[src/rtl/y86_pkg.sv]
// Shared Y86-64 definitions: icodes, register IDs, status codes, writeback bundle layout and the writeback FSM states.
package y86_pkg;

    localparam int unsigned NREG = 15;
    localparam int unsigned XLEN = 64;
    localparam int unsigned RIDW = 4;
    localparam int unsigned WB_W = 145;

    localparam logic [3:0] IHALT   = 4'h0;
    localparam logic [3:0] INOP    = 4'h1;
    localparam logic [3:0] IRRMOVQ = 4'h2;
    localparam logic [3:0] IIRMOVQ = 4'h3;
    localparam logic [3:0] IRMMOVQ = 4'h4;
    localparam logic [3:0] IMRMOVQ = 4'h5;
    localparam logic [3:0] IOPQ    = 4'h6;
    localparam logic [3:0] IJXX    = 4'h7;
    localparam logic [3:0] ICALL   = 4'h8;
    localparam logic [3:0] IRET    = 4'h9;
    localparam logic [3:0] IPUSHQ  = 4'hA;
    localparam logic [3:0] IPOPQ   = 4'hB;

    localparam logic [3:0] RNONE = 4'hF;

    localparam logic [2:0] SAOK = 3'd1;
    localparam logic [2:0] SHLT = 3'd2;
    localparam logic [2:0] SADR = 3'd3;
    localparam logic [2:0] SINS = 3'd4;

    // Bit positions of the writeback bundle; the memory stage packs against these.
    localparam int unsigned WB_DMEM_ERR_BIT = 144;
    localparam int unsigned WB_ICODE_LSB    = 140;
    localparam int unsigned WB_VALE_LSB     = 72;
    localparam int unsigned WB_VALM_LSB     = 8;
    localparam int unsigned WB_DSTE_LSB     = 4;
    localparam int unsigned WB_DSTM_LSB     = 0;

    typedef struct packed {
        logic            dmem_error;  // [144]
        logic [3:0]      icode;       // [143:140]
        logic [3:0]      rsvd;        // [139:136]
        logic [XLEN-1:0] valE;        // [135:72]
        logic [XLEN-1:0] valM;        // [71:8]
        logic [RIDW-1:0] dstE;        // [7:4]
        logic [RIDW-1:0] dstM;        // [3:0]
    } wb_bundle_t;

    typedef enum logic [1:0] {
        ST_RUN    = 2'd0,
        ST_HALTED = 2'd1,
        ST_FAULT  = 2'd2
    } wb_state_e;

endpackage

[src/rtl/writeback_regfile_if.sv]
// Writeback-stage bus: memory bundle in, decode read ports, W_* forwarding and status out.
// Optional retired_cnt present when WB_RETIRE_CNT_EN is defined.
interface writeback_regfile_if;
    import y86_pkg::*;

    wb_bundle_t      writeback_reg;
    logic [3:0]      d_srcA;
    logic [3:0]      d_srcB;
    logic [XLEN-1:0] d_rvalA;
    logic [XLEN-1:0] d_rvalB;
    logic [3:0]      W_icode;
    logic [3:0]      W_dstE;
    logic [XLEN-1:0] W_valE;
    logic [3:0]      W_dstM;
    logic [XLEN-1:0] W_valM;
    logic [2:0]      stat;
    logic            cpu_halt;
`ifdef WB_RETIRE_CNT_EN
    logic [63:0]     retired_cnt;
`endif

    modport master (
`ifdef WB_RETIRE_CNT_EN
        input  retired_cnt,
`endif
        output writeback_reg, d_srcA, d_srcB,
        input  d_rvalA, d_rvalB, W_icode, W_dstE, W_valE, W_dstM, W_valM, stat, cpu_halt
    );

    modport slave (
`ifdef WB_RETIRE_CNT_EN
        output retired_cnt,
`endif
        input  writeback_reg, d_srcA, d_srcB,
        output d_rvalA, d_rvalB, W_icode, W_dstE, W_valE, W_dstM, W_valM, stat, cpu_halt
    );

endinterface

[src/rtl/y86_regfile.sv]
// 15 x 64 architectural register file: two async read ports (ID 15 reads 0), two write ports with M over E.
module y86_regfile
    import y86_pkg::*;
(
    input  logic            clk,
    input  logic            reset,
    input  logic            we_e_i,
    input  logic [3:0]      dst_e_i,
    input  logic [XLEN-1:0] val_e_i,
    input  logic            we_m_i,
    input  logic [3:0]      dst_m_i,
    input  logic [XLEN-1:0] val_m_i,
    input  logic [3:0]      src_a_i,
    input  logic [3:0]      src_b_i,
    output logic [XLEN-1:0] rdata_a_o,
    output logic [XLEN-1:0] rdata_b_o
);

    logic [XLEN-1:0] regs_q [NREG];

    // Same-ID double write keeps valM (popq %rsp).
    always_ff @(posedge clk) begin
        if (reset) begin
            for (int i = 0; i < int'(NREG); i++) begin
                regs_q[i] <= '0;
            end
        end else begin
            for (int i = 0; i < int'(NREG); i++) begin
                if (we_m_i && (dst_m_i == 4'(i))) begin
                    regs_q[i] <= val_m_i;
                end else if (we_e_i && (dst_e_i == 4'(i))) begin
                    regs_q[i] <= val_e_i;
                end
            end
        end
    end

    assign rdata_a_o = (src_a_i == RNONE) ? '0 : regs_q[src_a_i];
    assign rdata_b_o = (src_b_i == RNONE) ? '0 : regs_q[src_b_i];

endmodule

[src/rtl/writeback_regfile.sv]
// Y86-64 writeback stage: commits valE/valM, drives W_* forwarding, tracks stat and freezes on halt/fault.
// Define WB_RETIRE_CNT_EN to add the retired-instruction counter.
module writeback_regfile
    import y86_pkg::*;
(
    input  logic clk,
    input  logic reset,
    writeback_regfile_if.slave wb_if
);

    wb_bundle_t      bundle_c;
    wb_state_e       state_q;
    logic            run_c;
    logic            fault_c;
    logic            halt_c;
    logic            commit_c;
    logic            we_e_c;
    logic            we_m_c;
    logic [2:0]      fault_stat_c;
    logic            unused_rsvd_c;

    logic [3:0]      w_icode_q;
    logic [3:0]      w_dste_q;
    logic [3:0]      w_dstm_q;
    logic [XLEN-1:0] w_vale_q;
    logic [XLEN-1:0] w_valm_q;
    logic [2:0]      stat_q;
    logic            cpu_halt_q;

    assign bundle_c      = wb_if.writeback_reg;
    assign unused_rsvd_c = ^bundle_c.rsvd;

    // Classify the incoming bundle; writes only happen for a clean commit in RUN.
    always_comb begin
        run_c        = (state_q == ST_RUN);
        fault_c      = bundle_c.dmem_error || (bundle_c.icode > IPOPQ);
        fault_stat_c = bundle_c.dmem_error ? SADR : SINS;
        halt_c       = !fault_c && (bundle_c.icode == IHALT);
        commit_c     = run_c && !fault_c && !halt_c;
        we_e_c       = commit_c && (bundle_c.dstE != RNONE);
        we_m_c       = commit_c && (bundle_c.dstM != RNONE);
    end

    always_ff @(posedge clk) begin
        if (reset) begin
            state_q    <= ST_RUN;
            stat_q     <= SAOK;
            cpu_halt_q <= 1'b0;
            w_icode_q  <= INOP;
            w_dste_q   <= RNONE;
            w_dstm_q   <= RNONE;
            w_vale_q   <= '0;
            w_valm_q   <= '0;
        end else if (run_c) begin
            w_icode_q <= bundle_c.icode;
            w_vale_q  <= bundle_c.valE;
            w_valm_q  <= bundle_c.valM;
            if (fault_c) begin
                state_q    <= ST_FAULT;
                stat_q     <= fault_stat_c;
                cpu_halt_q <= 1'b1;
                w_dste_q   <= RNONE;
                w_dstm_q   <= RNONE;
            end else if (halt_c) begin
                state_q    <= ST_HALTED;
                stat_q     <= SHLT;
                cpu_halt_q <= 1'b1;
                w_dste_q   <= RNONE;
                w_dstm_q   <= RNONE;
            end else begin
                w_dste_q <= bundle_c.dstE;
                w_dstm_q <= bundle_c.dstM;
            end
        end
    end

    y86_regfile u_regfile (
        .clk       (clk),
        .reset     (reset),
        .we_e_i    (we_e_c),
        .dst_e_i   (bundle_c.dstE),
        .val_e_i   (bundle_c.valE),
        .we_m_i    (we_m_c),
        .dst_m_i   (bundle_c.dstM),
        .val_m_i   (bundle_c.valM),
        .src_a_i   (wb_if.d_srcA),
        .src_b_i   (wb_if.d_srcB),
        .rdata_a_o (wb_if.d_rvalA),
        .rdata_b_o (wb_if.d_rvalB)
    );

    assign wb_if.W_icode  = w_icode_q;
    assign wb_if.W_dstE   = w_dste_q;
    assign wb_if.W_dstM   = w_dstm_q;
    assign wb_if.W_valE   = w_vale_q;
    assign wb_if.W_valM   = w_valm_q;
    assign wb_if.stat     = stat_q;
    assign wb_if.cpu_halt = cpu_halt_q;

`ifdef WB_RETIRE_CNT_EN
    logic [63:0] retired_cnt_q;

    // Counts real instructions only; nops/bubbles are not retirements.
    always_ff @(posedge clk) begin
        if (reset) begin
            retired_cnt_q <= '0;
        end else if (commit_c && (bundle_c.icode != INOP)) begin
            retired_cnt_q <= retired_cnt_q + 64'd1;
        end
    end

    assign wb_if.retired_cnt = retired_cnt_q;
`endif

endmodule

[src/flat_wrapper.sv]
// flat-port wrapper written by rule: the top's interface ports become plain ports
module writeback_regfile_flat import y86_pkg::*;
  (clk, reset, wb_if_writeback_reg, wb_if_d_srcA, wb_if_d_srcB, wb_if_d_rvalA, wb_if_d_rvalB, wb_if_W_icode, wb_if_W_dstE, wb_if_W_valE, wb_if_W_dstM, wb_if_W_valM, wb_if_stat, wb_if_cpu_halt);
  writeback_regfile_if wb_if_i ();
  input  logic clk;
  input  logic reset;
  input wire logic [$bits(wb_if_i.writeback_reg)-1:0] wb_if_writeback_reg;
  input wire logic [$bits(wb_if_i.d_srcA)-1:0] wb_if_d_srcA;
  input wire logic [$bits(wb_if_i.d_srcB)-1:0] wb_if_d_srcB;
  output wire logic [$bits(wb_if_i.d_rvalA)-1:0] wb_if_d_rvalA;
  output wire logic [$bits(wb_if_i.d_rvalB)-1:0] wb_if_d_rvalB;
  output wire logic [$bits(wb_if_i.W_icode)-1:0] wb_if_W_icode;
  output wire logic [$bits(wb_if_i.W_dstE)-1:0] wb_if_W_dstE;
  output wire logic [$bits(wb_if_i.W_valE)-1:0] wb_if_W_valE;
  output wire logic [$bits(wb_if_i.W_dstM)-1:0] wb_if_W_dstM;
  output wire logic [$bits(wb_if_i.W_valM)-1:0] wb_if_W_valM;
  output wire logic [$bits(wb_if_i.stat)-1:0] wb_if_stat;
  output wire logic [$bits(wb_if_i.cpu_halt)-1:0] wb_if_cpu_halt;
  assign wb_if_i.writeback_reg = wb_if_writeback_reg;
  assign wb_if_i.d_srcA = wb_if_d_srcA;
  assign wb_if_i.d_srcB = wb_if_d_srcB;
  assign wb_if_d_rvalA = wb_if_i.d_rvalA;
  assign wb_if_d_rvalB = wb_if_i.d_rvalB;
  assign wb_if_W_icode = wb_if_i.W_icode;
  assign wb_if_W_dstE = wb_if_i.W_dstE;
  assign wb_if_W_valE = wb_if_i.W_valE;
  assign wb_if_W_dstM = wb_if_i.W_dstM;
  assign wb_if_W_valM = wb_if_i.W_valM;
  assign wb_if_stat = wb_if_i.stat;
  assign wb_if_cpu_halt = wb_if_i.cpu_halt;
  writeback_regfile u_core (.clk(clk), .reset(reset), .wb_if(wb_if_i));
endmodule
[config.mk]
export PLATFORM = sky130hd
export DESIGN_NAME = writeback_regfile_flat
export DESIGN_NICKNAME = d
export VERILOG_FILES = /design/src/rtl/y86_pkg.sv /design/src/rtl/writeback_regfile_if.sv /design/src/rtl/y86_regfile.sv /design/src/rtl/writeback_regfile.sv /design/src/flat_wrapper.sv
export SDC_FILE = /design/constraint.sdc
export NUM_CORES = 2
export LEC_CHECK = 0
export CAP_MARGIN = 20
export CORE_MARGIN = 4
export CORE_UTILIZATION = 40
export DETAILED_ROUTE_END_ITERATION = 7
export GPL_ROUTABILITY_DRIVEN = 1
export PLACE_DENSITY = 0.56
export SYNTH_ARGS = -nofsm -noshare
export SYNTH_HDL_FRONTEND = slang
export SYNTH_SLANG_ARGS = --single-unit
export TNS_END_PERCENT = 5
[constraint.sdc]
create_clock -name clk -period 4.3 [get_ports clk]
set_clock_uncertainty 0.15 [all_clocks]
set_input_delay 0.645 -clock clk [delete_from_list [all_inputs] [get_ports clk]]
set_output_delay 0.645 -clock clk [all_outputs]
set_load 0.005 [all_outputs]
==> reports/qor.csv <==
stage;metric;value;unit
yosys;yosys.area.top_type;edfxtp_1;
grt;antenna_found_initial;19;
placed_design;dp_cells;6780;
yosys;synth-edff-count;960;
yosys;avgSynthCellArea;13.2;um^2
placed_design;numPortBuffers;422;
detailed_routing;vias;46900;
detailed_routing;first_pass_iters;8;
setup_path;r2r_setup_slack;1180;ps
detailed_routing;drt_iter0_drc;6513;
cts;cts_tree;built;
cts;ctsResizeCount;0;
sta;min_period_over_period;89.2;%
floorplanning;die_width;401;um
cts;numCtsBuffers;132;
setup_path;worst_path_max_delay_cell;clkdlybuf4s50_1;
yosys;synth_cell_type_count;47;
grt;grt_overflow;0;
cts;cts.path.max_buffers;3;
setup_path;crit_top_cell;buf_12;
yosys;ys_ff_latch;1106;
grt;grt_first_pass_wirelength;349000;um
floorplanning;die_area;0.160;mm^2
placed_design;dpl.hpwl;143000;um
placed_design;dp_slack;459;ps
sta;whs;162;ps
placed_design;gp_congestion;0.802;
detailed_routing;totalWireLength;250000;um
cells_and_area;regArea;0.0318;mm^2
cells_and_area;fin_cells;7035;
setup_path;worst_setup_path_end_kind;primary output;
cts;cts_setup_buffers;0;
yosys;ys.warnings.count;0;
setup_path;start_kind;primary input;
pwr;ir_drop;308;uV
yosys;ys_top_cells_by_area;edfxtp_1 (47%), mux4_2 (14%), mux2i_1 (8.3%), a22o_1 (8.2%), dfxtp_1 (4.7%);
sta;setup_viol;0;
cells_and_area;nets;5041;
flow_run;drv_cap;0;
cells_and_area;area_delta_synth_final;19.4;%
detailed_routing;ant_nets;0;
sta;max_freq;0.261;GHz
floorplanning;core-area;0.152;mm^2
pwr;leakage;26.8;nW
pwr;power_density;381;mW/mm^2
yosys;synth_area;0.0616;mm^2
floorplanning;die_h;401;um
cts;worstSkewPairLatency;790;ps
sta;period_needed;3840;ps
detailed_routing;routedWlPerCell;35.6;um
yosys;syn_inst;4663;
status;status;complete, but fails checks;
worst_hold_path;hp-class;in2reg;
yosys;synth_top_area_share;46.8;%
setup_path;cp.required;3500;ps
setup_path;cp_slowest_stage_delay;570;ps
sta;setup_slack;462;ps
floorplanning;ioPinCount;427;
sta;rsz0062_at_grt;no;
yosys;yosysSeqAreaShare;51.5;%
sta;fin_setup_tns;0;ps
cells_and_area;drive_gt1_share;19.1;%
yosys;synthFlopType;edfxtp_1;
setup_path;path_class;in2out;
detailed_routing;post-route-drc-count;2;
detailed_routing;viasPerCell;6.66;
floorplanning;rows;143;
cts;path_clk_slew;60;ps
sta;worst_pin_slew;1240;ps
status;violations;design-rule violations;
floorplanning;initial_core_util;40.4;%
yosys;synth_nets;4818;
cts;cts_sinks;1106;
sta;maxSlewHeadroom;17.7;%
sta;hold_violations;0;
cts;ctsRootBufferMaster;clkbuf_16;
cells_and_area;n_fill_cell;13300;
setup_path;cp.arrival;3040;ps
setup_path;worstPathCellList;buf_8 > buf_12 > buf_12 > mux4_2 > a22oi_1 > o21ai_0 > clkdlybuf4s50_1;
setup_path;worstPathMaxFanout;20;
grt;grt_pass1_vias;46100;
grt;grt.total_usage;30.2;%
yosys;synth-async-reset-ratio;0;%
cts;cts-hold-fix-buffers;0;
sta;maxSlewViolCount;0;
cells_and_area;multi_input_area;0.0274;mm^2
grt;grt_start_max_net_pins;144;
cts;cts.htree.levels;4;
[cell families (layout without fill, tap and decap cells)]
| logic type | Yosys count | after routing | synth area share (%) |
|---|---|---|---|
| other | 0 | 8 | 0 |
| buffers and inverters | 651 | 985 | 4.38 |
| AND/OR/NAND/NOR | 679 | 679 | 5.35 |
| multiplexers | 960 | 960 | 23.9 |
| AO/OA/AOI/OAI | 1267 | 1267 | 14.9 |
| flip-flops | 1106 | 1106 | 51.5 |
[where the power goes]
group	leakage, nW	total, mW	switching (mW)	internal (mW)
Combinational	13.7	4.21	2.41	1.80
Clock	2.09	11.3	4.81	6.45
Sequential	11.0	12.6	0.288	12.3
Total	26.8	28.0	7.50	20.5
[final cells by class]
cell class	instances	area share [%]
antenna	8	0.0272
tap	2030	3.45
multi-input combinational	2906	37.3
clock inverter	63	0.928
timing repair buffer	676	9.92
inverter	64	0.326
sequential	1106	43.1
clock buffer	182	4.92
[worst max-delay path, delay by kind of cell]
| kind | cells | cell delay, ps |
|---|---|---|
| buffers and inverters | 4 | 1340 |
| AO/OA/AOI/OAI | 2 | 470 |
| multiplexers | 1 | 510 |
[path summary, 6_finish.rpt]
path | start | endpoint | cells past startpoint
max | wb_if_d_srcB[0] | wb_if_d_rvalB[11] | 7
min | reset | u_core.wb_if.W_valM[10] | 2
max reg2reg | u_core.state_q[1] | u_core.u_regfile.regs_q[4][28] | 5
min reg2reg | u_core.wb_if.W_valM[38] | u_core.wb_if.W_valM[38] | 2
[flip-flops by register name (all words and copies together) (netlist names)]
register	cells
u_core.wb_if.W_valM	64
u_core.state_q	2
u_core.wb_if.W_dstE	4
u_core.wb_if.cpu_halt	1
u_core.wb_if.W_icode	4
u_core.u_regfile.regs_q	960
u_core.wb_if.stat	3
u_core.wb_if.W_dstM	4
u_core.wb_if.W_valE	64
[cell usage after synthesis (2+ instances only)]
cell,count
o22ai_1,6
o21bai_1,8
a22o_1,576
or4_1,4
nand2_1,335
dfxtp_1,146
a21oi_1,199
buf_2,125
nand2b_1,137
buf_4,15
mux2i_1,512
edfxtp_1,960
inv_1,64
o21ai_0,266
nor3_1,21
a21o_1,8
mux2_4,60
buf_1,99
nand3_1,65
o221ai_1,63
a22oi_1,64
o211ai_1,65
mux4_2,384
a311o_1,6
buf_6,6
nor3_2,6
or3_1,3
nor4_1,3
clkbuf_1,342
or2_2,2
nand4_1,2
nor2b_1,68
nand3b_1,2
nor2_1,25
mux2_2,4
[routing by layer]
layer | up-vias | wire length, um | global-route usage (%)
li1 | 19000 | - | -
met1 | 24000 | 97300 | 41.3
met2 | 3246 | 113000 | 46.6
met3 | 600 | 29700 | 7.47
met4 | 8 | 9960 | 11.2
met5 | - | 50 | 0
[placed cells by master (no fill, tap or decap), drive strengths merged, types with 4 or more instances in the layout]
cell             n
a21o             8
a21oi          200
a22o           576
a22oi           64
a311o            6
buf            260
bufinv           8
clkbuf         185
clkdlybuf4s50  413
clkinv          46
dfxtp          146
diode            8
edfxtp         960
inv             70
mux2            64
mux2i          512
mux4           384
nand2          335
nand2b         137
nand3           66
nor2            26
nor2b           68
nor3            28
o211ai          65
o21ai          267
o21bai           8
o221ai          63
o22ai            6
or4              4
[through the flow]
step	util [%]	power [mW]	area [um^2]
4_1_cts	48.3	28.1	73600
6_report	48.3	28.0	73600
5_1_grt	48.3	28.8	73600
3_5_place_dp	45.4	16.9	69300
2_1_floorplan	-	14.8	61600
3_3_place_gp	45.4	16.9	69300
(Power assumes the default switching activity.)
